<file path="src/rtl/sram_cache_pkg.sv">
// Shared types and constants for the direct-mapped write-through cache controller.
// Defaults here match the controller's default parameters.
package sram_cache_pkg;

  localparam int ADDR_WIDTH_DEF  = 4;
  localparam int DATA_WIDTH_DEF  = 32;
  localparam int LINES_DEF       = 4;
  localparam int INDEX_WIDTH_DEF = $clog2(LINES_DEF);
  localparam int TAG_WIDTH_DEF   = ADDR_WIDTH_DEF - INDEX_WIDTH_DEF;
  localparam int CNT_WIDTH       = 16;

  typedef enum logic [2:0] {
    IDLE,
    FILL0,
    FILL1,
    WRITE,
    RESP
  } state_t;

  typedef struct packed {
    logic                     valid;
    logic [TAG_WIDTH_DEF-1:0] tag;
    logic [DATA_WIDTH_DEF-1:0] data;
  } line_t;

  // Counters stick at all-ones instead of wrapping.
  function automatic logic [CNT_WIDTH-1:0] sat_inc(input logic [CNT_WIDTH-1:0] v);
    return (v == '1) ? v : v + 1'b1;
  endfunction

endpackage

</file>
<file path="src/rtl/sram_cache_lines.sv">
// Line storage for the cache: valid/tag/data per line, combinational lookup,
// single write port and global invalidate. Only the valid bits are reset.
module sram_cache_lines #(
  parameter int ADDR_WIDTH = 4,
  parameter int DATA_WIDTH = 32,
  parameter int LINES      = 4,
  localparam int INDEX_WIDTH = $clog2(LINES),
  localparam int TAG_WIDTH   = ADDR_WIDTH - INDEX_WIDTH
) (
  input  logic                  clk,
  input  logic                  rst_n,
  input  logic                  invalidate_i,
  input  logic [ADDR_WIDTH-1:0] lookup_addr_i,
  output logic                  hit_o,
  output logic [DATA_WIDTH-1:0] hit_data_o,
  input  logic                  wr_en_i,
  input  logic [ADDR_WIDTH-1:0] wr_addr_i,
  input  logic [DATA_WIDTH-1:0] wr_data_i
);

  logic [LINES-1:0]      valid_w;
  logic [TAG_WIDTH-1:0]  tag_w  [LINES];
  logic [DATA_WIDTH-1:0] data_w [LINES];

  logic [INDEX_WIDTH-1:0] lk_idx;
  logic [TAG_WIDTH-1:0]   lk_tag;
  logic [INDEX_WIDTH-1:0] wr_idx;
  logic [TAG_WIDTH-1:0]   wr_tag;

  assign lk_idx = lookup_addr_i[INDEX_WIDTH-1:0];
  assign lk_tag = lookup_addr_i[ADDR_WIDTH-1:INDEX_WIDTH];
  assign wr_idx = wr_addr_i[INDEX_WIDTH-1:0];
  assign wr_tag = wr_addr_i[ADDR_WIDTH-1:INDEX_WIDTH];

  assign hit_o      = valid_w[lk_idx] && (tag_w[lk_idx] == lk_tag);
  assign hit_data_o = data_w[lk_idx];

  for (genvar gi = 0; gi < LINES; gi++) begin : g_line
    logic                  valid_q;
    logic [TAG_WIDTH-1:0]  tag_q;
    logic [DATA_WIDTH-1:0] data_q;
    logic                  sel;

    assign sel = wr_en_i && (wr_idx == INDEX_WIDTH'(gi));

    // Invalidate takes priority; the controller never requests both at once.
    always_ff @(posedge clk or negedge rst_n) begin
      if (!rst_n) begin
        valid_q <= 1'b0;
      end else if (invalidate_i) begin
        valid_q <= 1'b0;
      end else if (sel) begin
        valid_q <= 1'b1;
      end
    end

    always_ff @(posedge clk) begin
      if (sel) begin
        tag_q  <= wr_tag;
        data_q <= wr_data_i;
      end
    end

    assign valid_w[gi] = valid_q;
    assign tag_w[gi]   = tag_q;
    assign data_w[gi]  = data_q;
  end

endmodule

</file>
<file path="src/rtl/sram_cache_ctrl.sv">
// Direct-mapped, write-through, no-write-allocate cache in front of a single-port
// sram. Owns the request FSM, the sram port drive and the hit/miss counters.
module sram_cache_ctrl
  import sram_cache_pkg::*;
#(
  parameter int ADDR_WIDTH = ADDR_WIDTH_DEF,
  parameter int DATA_WIDTH = DATA_WIDTH_DEF,
  parameter int LINES      = LINES_DEF
) (
  input  logic                  clk,
  input  logic                  rst_n,
  input  logic                  req_valid,
  output logic                  req_ready,
  input  logic                  req_we,
  input  logic [ADDR_WIDTH-1:0] req_addr,
  input  logic [DATA_WIDTH-1:0] req_wdata,
  output logic                  resp_valid,
  output logic [DATA_WIDTH-1:0] resp_rdata,
  input  logic                  flush,
  output logic [ADDR_WIDTH-1:0] mem_addr,
  output logic                  mem_re,
  output logic                  mem_we,
  output logic [DATA_WIDTH-1:0] mem_wdata,
  input  logic [DATA_WIDTH-1:0] mem_rdata,
  output logic [CNT_WIDTH-1:0]  hit_cnt,
  output logic [CNT_WIDTH-1:0]  miss_cnt
);

  state_t                state_q;
  logic [ADDR_WIDTH-1:0] mem_addr_q;
  logic                  mem_re_q;
  logic                  mem_we_q;
  logic [DATA_WIDTH-1:0] mem_wdata_q;
  logic                  resp_valid_q;
  logic [DATA_WIDTH-1:0] resp_rdata_q;
  logic [CNT_WIDTH-1:0]  hit_cnt_q;
  logic [CNT_WIDTH-1:0]  miss_cnt_q;

  logic                  handshake;
  logic                  invalidate;
  logic [ADDR_WIDTH-1:0] lookup_addr;
  logic                  lk_hit;
  logic [DATA_WIDTH-1:0] lk_data;
  logic                  line_wr_en;
  logic [DATA_WIDTH-1:0] line_wr_data;

  assign req_ready  = (state_q == IDLE) && !flush;
  assign handshake  = req_valid && req_ready;
  assign invalidate = (state_q == IDLE) && flush;

  // mem_addr_q holds the accepted request address for the rest of the operation.
  assign lookup_addr  = (state_q == IDLE) ? req_addr : mem_addr_q;
  assign line_wr_en   = (state_q == FILL1) || ((state_q == WRITE) && lk_hit);
  assign line_wr_data = (state_q == FILL1) ? mem_rdata : mem_wdata_q;

  sram_cache_lines #(
    .ADDR_WIDTH(ADDR_WIDTH),
    .DATA_WIDTH(DATA_WIDTH),
    .LINES     (LINES)
  ) u_lines (
    .clk          (clk),
    .rst_n        (rst_n),
    .invalidate_i (invalidate),
    .lookup_addr_i(lookup_addr),
    .hit_o        (lk_hit),
    .hit_data_o   (lk_data),
    .wr_en_i      (line_wr_en),
    .wr_addr_i    (mem_addr_q),
    .wr_data_i    (line_wr_data)
  );

  always_ff @(posedge clk or negedge rst_n) begin
    if (!rst_n) begin
      state_q      <= IDLE;
      mem_addr_q   <= '0;
      mem_re_q     <= 1'b0;
      mem_we_q     <= 1'b0;
      mem_wdata_q  <= '0;
      resp_valid_q <= 1'b0;
      resp_rdata_q <= '0;
      hit_cnt_q    <= '0;
      miss_cnt_q   <= '0;
    end else begin
      case (state_q)
        IDLE: begin
          if (handshake) begin
            mem_addr_q <= req_addr;
            if (req_we) begin
              mem_we_q     <= 1'b1;
              mem_wdata_q  <= req_wdata;
              resp_rdata_q <= '0;
              state_q      <= WRITE;
            end else if (lk_hit) begin
              resp_rdata_q <= lk_data;
              resp_valid_q <= 1'b1;
              hit_cnt_q    <= sat_inc(hit_cnt_q);
              state_q      <= RESP;
            end else begin
              mem_re_q   <= 1'b1;
              miss_cnt_q <= sat_inc(miss_cnt_q);
              state_q    <= FILL0;
            end
          end
        end
        FILL0: begin
          state_q <= FILL1;
        end
        FILL1: begin
          resp_rdata_q <= mem_rdata;
          mem_re_q     <= 1'b0;
          resp_valid_q <= 1'b1;
          state_q      <= RESP;
        end
        WRITE: begin
          mem_we_q     <= 1'b0;
          resp_valid_q <= 1'b1;
          state_q      <= RESP;
        end
        RESP: begin
          resp_valid_q <= 1'b0;
          state_q      <= IDLE;
        end
        default: begin
          mem_re_q     <= 1'b0;
          mem_we_q     <= 1'b0;
          resp_valid_q <= 1'b0;
          state_q      <= IDLE;
        end
      endcase
    end
  end

  assign mem_addr   = mem_addr_q;
  assign mem_re     = mem_re_q;
  assign mem_we     = mem_we_q;
  assign mem_wdata  = mem_wdata_q;
  assign resp_valid = resp_valid_q;
  assign resp_rdata = resp_rdata_q;
  assign hit_cnt    = hit_cnt_q;
  assign miss_cnt   = miss_cnt_q;

endmodule

</file>
<file path="config.mk">
export PLATFORM = sky130hd
export DESIGN_NAME = sram_cache_ctrl
export DESIGN_NICKNAME = d
export VERILOG_FILES = /design/src/rtl/sram_cache_pkg.sv /design/src/rtl/sram_cache_lines.sv /design/src/rtl/sram_cache_ctrl.sv
export SDC_FILE = /design/constraint.sdc
export NUM_CORES = 1
export LEC_CHECK = 0
export ABC_AREA = 1
export CAP_MARGIN = 5
export CORE_UTILIZATION = 49
export DETAILED_ROUTE_END_ITERATION = 8
export GPL_ROUTABILITY_DRIVEN = 0
export GPL_TIMING_DRIVEN = 1
export PLACE_DENSITY = 0.87
export SYNTH_ARGS = -nofsm -noshare
export SYNTH_HDL_FRONTEND = slang
export SYNTH_HIERARCHICAL = 1
export SYNTH_SLANG_ARGS = --single-unit
</file>
<file path="constraint.sdc">
create_clock -name clk -period 4.4 [get_ports clk]
set_input_delay 1.1 -clock clk [delete_from_list [all_inputs] [get_ports clk]]
set_output_delay 1.1 -clock clk [all_outputs]
set_load 0.02 [all_outputs]
</file>
== Word level (Yosys, flattened, before mapping) ==
Index checks and enable logic that the tools add are counted.
Storage, ports and cells
  output and inout bits: 104
  logic and storage cells: 115
  input port bits: 73
  flip-flop bits (word level): 246
Operators by class
  multiplexer cells: 37
  $lt $le $gt $ge: 2
  reduce and logical (&&, ||, !) cells: 29
  equality and inequality tests: 16
  $add $sub $neg: 2
  bitwise gates (word level): 8
Operators with widths (count)
  2-to-1 mux 32 bit: 6
  binary-select mux 32 bit (select 2 bit): 1
  case mux 32 bit (2 select lines): 1
  adder 16 x 1 -> 16 bit, second input constant: 2
  equality test 16 bit, second input constant: 2
  2-to-1 mux 1 bit: 17
  != test 2 bit, second input constant: 5
  AND reduction 5 bit: 2
  nonzero test 2 bit: 5
  logical AND 1 bit: 9
  2-to-1 mux 3 bit: 3
  case mux 3 bit (3 select lines): 1
  AND reduction 3 bit: 3
  AND reduction 4 bit: 2
  inverter 1 bit: 7
  equality test 3 x 2 -> 1 bit, second input constant: 2
  OR reduction 3 bit: 2
  binary-select mux 2 bit (select 2 bit): 1
  equality test 2 bit, second input constant: 2
  2-to-1 mux 2 bit: 2
  2-to-1 mux 4 bit: 1
  case mux 1 bit (2 select lines): 2
  equality test 3 x 1 -> 1 bit, second input constant: 1
  equality test 3 bit, second input constant: 1
  14 further kinds: 14

== Logic depth before layout (Yosys ltp) ==
  word-level depth: 13
  gate-level depth with buffers: 23
  mapped depth without buffers: 20

== Cells and area by module ==
Netlist, hierarchy kept.
Modules (own cells, without submodules)
  sram_cache_ctrl: sequential area each 2652.5 µm², cells each 784, instances 1, area each 5704.2 µm²
  sram_cache_lines: sequential area each 4184.0 µm², cells each 371, instances 1, area each 5301.3 µm²

== Worst setup path after synthesis ==
OpenSTA, ideal clock, no wires.
  path kind: in2reg
  start point: input req_addr[0]
  end point: register u_lines.g_line[0].data_q[0], enable pin
  data arrival time: 3.972 ns
  library setup time: 0.427 ns
  slack: 0.002 ns
  buffers on the path: 2
  stages on the path: 14
  data required time: 3.973 ns
  path through: inv_1 o21ai_0 buf_6 inv_6 buf_6 nand2_2 nand3_1 nand3_1 nand3_1 nor2_1 inv_1 a211oi_1 nand2_1 nor2_1
On the way
  longest elaborated chain between the ends: 10
  elaborated cells between the ends (all ways): 12
  those cells by class: 1 x eq/ne; 6 x mux; 1 x bitwise; 4 x reduce/logical
Ends and longest elaborated chain
  start, declared: line sram_cache_ctrl.sv:15  | input logic [ADDR_WIDTH-1:0] req_addr,
  2-to-1 mux 4 bit *: line sram_cache_ctrl.sv:52  | assign lookup_addr = (state_q == IDLE) ? req_addr : mem_addr_q;
  via lookup_addr[0]: line sram_cache_ctrl.sv:41  | logic [ADDR_WIDTH-1:0] lookup_addr;
  inverter 2 -> 3 bit (implied by the code): line sram_cache_lines.sv:35  | assign hit_o = valid_w[lk_idx] && (tag_w[lk_idx] == lk_tag);
  binary-select mux 2 bit (select 2 bit): line sram_cache_lines.sv:35
  2-to-1 mux 2 bit (implied by the code) (2 in series): line sram_cache_lines.sv:35
  equality test 2 bit: line sram_cache_lines.sv:35
  logical AND 1 bit *: line sram_cache_lines.sv:35
  via lk_hit: line sram_cache_ctrl.sv:42  | logic lk_hit;
  logical AND 1 bit *: line sram_cache_ctrl.sv:53  | assign line_wr_en = (state_q == FILL1) || ((state_q == WRITE) && lk_hit);
  logical OR 1 bit *: line sram_cache_ctrl.sv:53
  via line_wr_en: line sram_cache_ctrl.sv:44  | logic line_wr_en;
  logical AND 1 bit *: line sram_cache_lines.sv:44  | assign sel = wr_en_i && (wr_idx == INDEX_WIDTH'(gi));
  via u_lines.g_line[0].sel: line sram_cache_lines.sv:42  | logic sel;
  end signal, assigned: line sram_cache_lines.sv:60  | data_q <= wr_data_i;
  end, declared: line sram_cache_lines.sv:41  | logic [DATA_WIDTH-1:0] data_q;
The timed path passes the listed nets; every way through them passes the cells marked *. The select of a mux whose other input is x is not followed.
A chain may end at the register's enable or synchronous reset.

== Worst setup path after layout ==
  start point: register state_q[2]
  end point: register u_lines.g_line[1].data_q[17], enable pin
On the way
  longest elaborated chain between the ends: 11
  elaborated cells between the ends (all ways): 15
  those cells by class: 3 x eq/ne; 6 x mux; 1 x bitwise; 5 x reduce/logical
Ends and longest elaborated chain
  start, declared: line sram_cache_ctrl.sv:29  | state_t state_q;
  start signal, assigned: line sram_cache_ctrl.sv:74  | state_q <= IDLE;
  start signal, assigned: line sram_cache_ctrl.sv:92  | state_q <= WRITE;
  start signal, assigned: line sram_cache_ctrl.sv:97  | state_q <= RESP;
  zero test 3 bit *: line sram_cache_ctrl.sv:52
  2-to-1 mux 4 bit *: line sram_cache_ctrl.sv:52
  via lookup_addr[0]: line sram_cache_ctrl.sv:41
  inverter 2 -> 3 bit (implied by the code): line sram_cache_lines.sv:35
  binary-select mux 2 bit (select 2 bit): line sram_cache_lines.sv:35
  2-to-1 mux 2 bit (implied by the code) (2 in series): line sram_cache_lines.sv:35
  equality test 2 bit: line sram_cache_lines.sv:35
  logical AND 1 bit *: line sram_cache_lines.sv:35
  via lk_hit: line sram_cache_ctrl.sv:42
  logical AND 1 bit *: line sram_cache_ctrl.sv:53
  logical OR 1 bit *: line sram_cache_ctrl.sv:53
  via line_wr_en: line sram_cache_ctrl.sv:44
  logical AND 1 bit *: line sram_cache_lines.sv:44
  via u_lines.g_line[1].sel: line sram_cache_lines.sv:42
  end signal, assigned: line sram_cache_lines.sv:60
  end, declared: line sram_cache_lines.sv:41
Marks and branches as above.

==> out/metrics.yaml <==
fp.dieW_um: 152
synth-seq-cells: 246
cts.sink_count: 246
finalHoldViolCount: 0
period_share: 0.833
antenna_found_initial: 0
synth_top_area_share: 0.371
placed_area_um2: 13000
htreeDepth: 1
crit_top_cell: "nand2_1"
setup_slack_ns: 0.735
cts-resized-gates: 0
vias: 8830
post-cts-setup-buffer-count: 0
startpoint_type: "register"
drc_errors: 0
drt-pass1-iter-count: 5
period_minus_slack_ns: 3.66
area_growth_pct: 25.5
fin_hold_ws_ns: 0.472
crit_slowest_cell: "dfrtp_1"
finClkSkew_ns: 0.0197
grt_overflow: 0
wirelength_mm: 27.7
num-nets-final: 1402
slew_headroom: 0.344
wl_per_cell_um: 17.1
path_clk_slew_ns: 0.06
ios: 177
ys_top_cells_by_area: "edfxtp_1 (37%), dfrtp_1 (25%), nand2_1 (12%)"
drv_cap: 0
power_density_nw_per_um2: 691
ys_seq_area_frac: 0.621
die_h_um: 152
drtAntennaViolNets: 0
hp-class: "reg2reg"
yosys_warnings: 6
hpwl_mm: 18.6
path_cells: "nor2_4 -> inv_2 -> nor2_4 -> clkinv_1 -> nand2_1 -> o21ai_4 -> inv_6 -> nand2_1 -> nand3_1 -> nand2_1 -> nand2_1 -> nand3_1 -> nor2_1 -> inv_1 -> a211oi_1 -> nand3_1 -> clkinv_1 -> buf_4"
antenna_cells: 0
cts_root_buf: "clkbuf_16"
synth.net_count: 1230
grt_max_degree: 73
row_count: 54
synth_common_cells: "nand2_1 (338), edfxtp_1 (136), o21ai_0 (124)"
status: "finished, final reports clean"
drt_iter0_drc: 578
crit_buf_inv: 6
fin_cells: 1627
critPathMaxFanout: 32
dp.cells: 1579
synth.distinct_cells: 32
slowest_delay_ns: 0.47
endpoint_kind: "register"
start_util: 0.503
crit_type: "reg2reg"
crit_arrival_ns: 3.87
numCtsBuffers: 26
rsz0062_at_grt: "false"
finalSetupViolCount: 0
yosysTopAreaCell: "edfxtp_1"
slew_viol_final: 0
clockBufferDepth: 3
io_buffers: 176
power.ir.vdd_worst_mv: 0.428
drive_above_1_share: 0.0661
vias_per_cell: 5.43
synth_ff_type: "edfxtp_1"
grt_pass1_wl_mm: 44.6
cts_tree: "built"
syn-cell-area_um2: 11000
tns_ns: 0
pre_cts_ws_ns: 0.397
max_freq_ghz: 0.273
syn_avg_cell_area_um2: 9.53
tightest_slew_ns: 0.983
grt_use_total: 0.240
clkLatencyLatePin_ns: 0.53
design.core.area_um2: 21900
ctsHoldBuffers: 0
netlist_instances: 1155
worstPathRequired_ns: 4.61
synth-edff-count: 136
yosysMostFrequentCell: "nand2_1"
p_leak_uw: 0.00571
fin_area_um2: 13800
grt_pass1_vias: 8545
cp_top_family: "simple AND/OR/NAND/NOR gates"
async_flop_share: 0.447
die-area_um2: 23100
[flip-flops by register name, indices dropped and copies added, names as in the netlist, 3 cells and up]
| name | flops |
|---|---|
| hit_cnt | 16 |
| mem_wdata | 32 |
| u_lines/g_line.tag_q | 8 |
| state_q | 3 |
| resp_rdata | 32 |
| u_lines/g_line.valid_q | 4 |
| miss_cnt | 16 |
| mem_addr | 4 |
| u_lines/g_line.data_q | 128 |
[cells in the final DEF (no fill, tap or decap), types with 5 or more instances in the layout]
cell type and count:
clkinv_2 7, nand4_1 12, o21ai_0 122, dfrtp_1 110
buf_4 24, nand3_1 91, clkbuf_16 26, o22ai_1 32
inv_1 76, xnor2_1 14, clkdlybuf4s50_1 175, nand2_1 338
nor2_1 103, nand2_2 5, inv_2 5, o21ai_1 23
clkinv_1 11, edfxtp_1 136
[power breakdown]
part,total (uW),switching [uW],internal [uW]
combinational,3900,2560,1340
clock,2150,890,1260
sequential,3490,282,3210
total,9540,3730,5810
[cell families (layout without fill, tap and decap cells)]
kind of cell / after synthesis / after routing / synth area share
DFF: 246 / 246 / 0.621
and+or+nand+nor: 564 / 564 / 0.214
adders and majority gates: 2 / 2 / 0.00227
AOI/OAI and AO/OA: 186 / 186 / 0.0890
xor gates and xnor gates: 14 / 14 / 0.0111
buffers and inverters: 143 / 335 / 0.0624
[final timing paths]
path,from,endpoint,slack (ns),cells past startpoint
min in group asynchronous,rst_n,mem_wdata[2],0.73,1
max reg2reg,state_q[2],u_lines/g_line[1].data_q[17],0.74,18
min reg2reg,resp_rdata[20],resp_rdata[20],0.47,2
max in group asynchronous,rst_n,mem_addr[1],2.77,2
min,resp_rdata[20],resp_rdata[20],0.47,2
max,state_q[2],u_lines/g_line[1].data_q[17],0.74,18
[worst reg2reg max path: stages (launching register included)]
cell and delay [ns]:
dfrtp_1 0.47, nor2_4 0.22, inv_2 0.08, nor2_4 0.15, clkinv_1 0.27, nand2_1 0.20, o21ai_4 0.13, inv_6 0.21
nand2_1 0.09, nand3_1 0.11, nand2_1 0.07, nand2_1 0.06, nand3_1 0.07, nor2_1 0.14, inv_1 0.07, a211oi_1 0.44
nand3_1 0.19, clkinv_1 0.10, buf_4 0.30
[final cells by class]
class / instances / area [um^2]
Fill cell: 1696 / 8080
Sequential cell: 246 / 6840
Multi-Input combinational cell: 766 / 3510
Timing Repair Buffer: 199 / 1930
Clock buffer: 30 / 666
Tap cell: 280 / 350
Inverter: 88 / 335
Clock inverter: 18 / 175
[through the flow]
stage / total power, uW / utilization
6_report: 9540 / 0.631
5_1_grt: 10100 / 0.631
4_1_cts: 9550 / 0.631
3_5_place_dp: 7370 / 0.592
3_3_place_gp: 7230 / 0.592
2_1_floorplan: 5980 / -
[metal layers]
layer,share of wire,track usage,vias up
li1,-,-,4204
met1,0.40,0.303,4156
met2,0.50,0.418,419
met3,0.077,0.0473,51
met4,0.022,0.0657,0
met5,0,0,-
No activity file was read; power rests on OpenSTA's default activity.
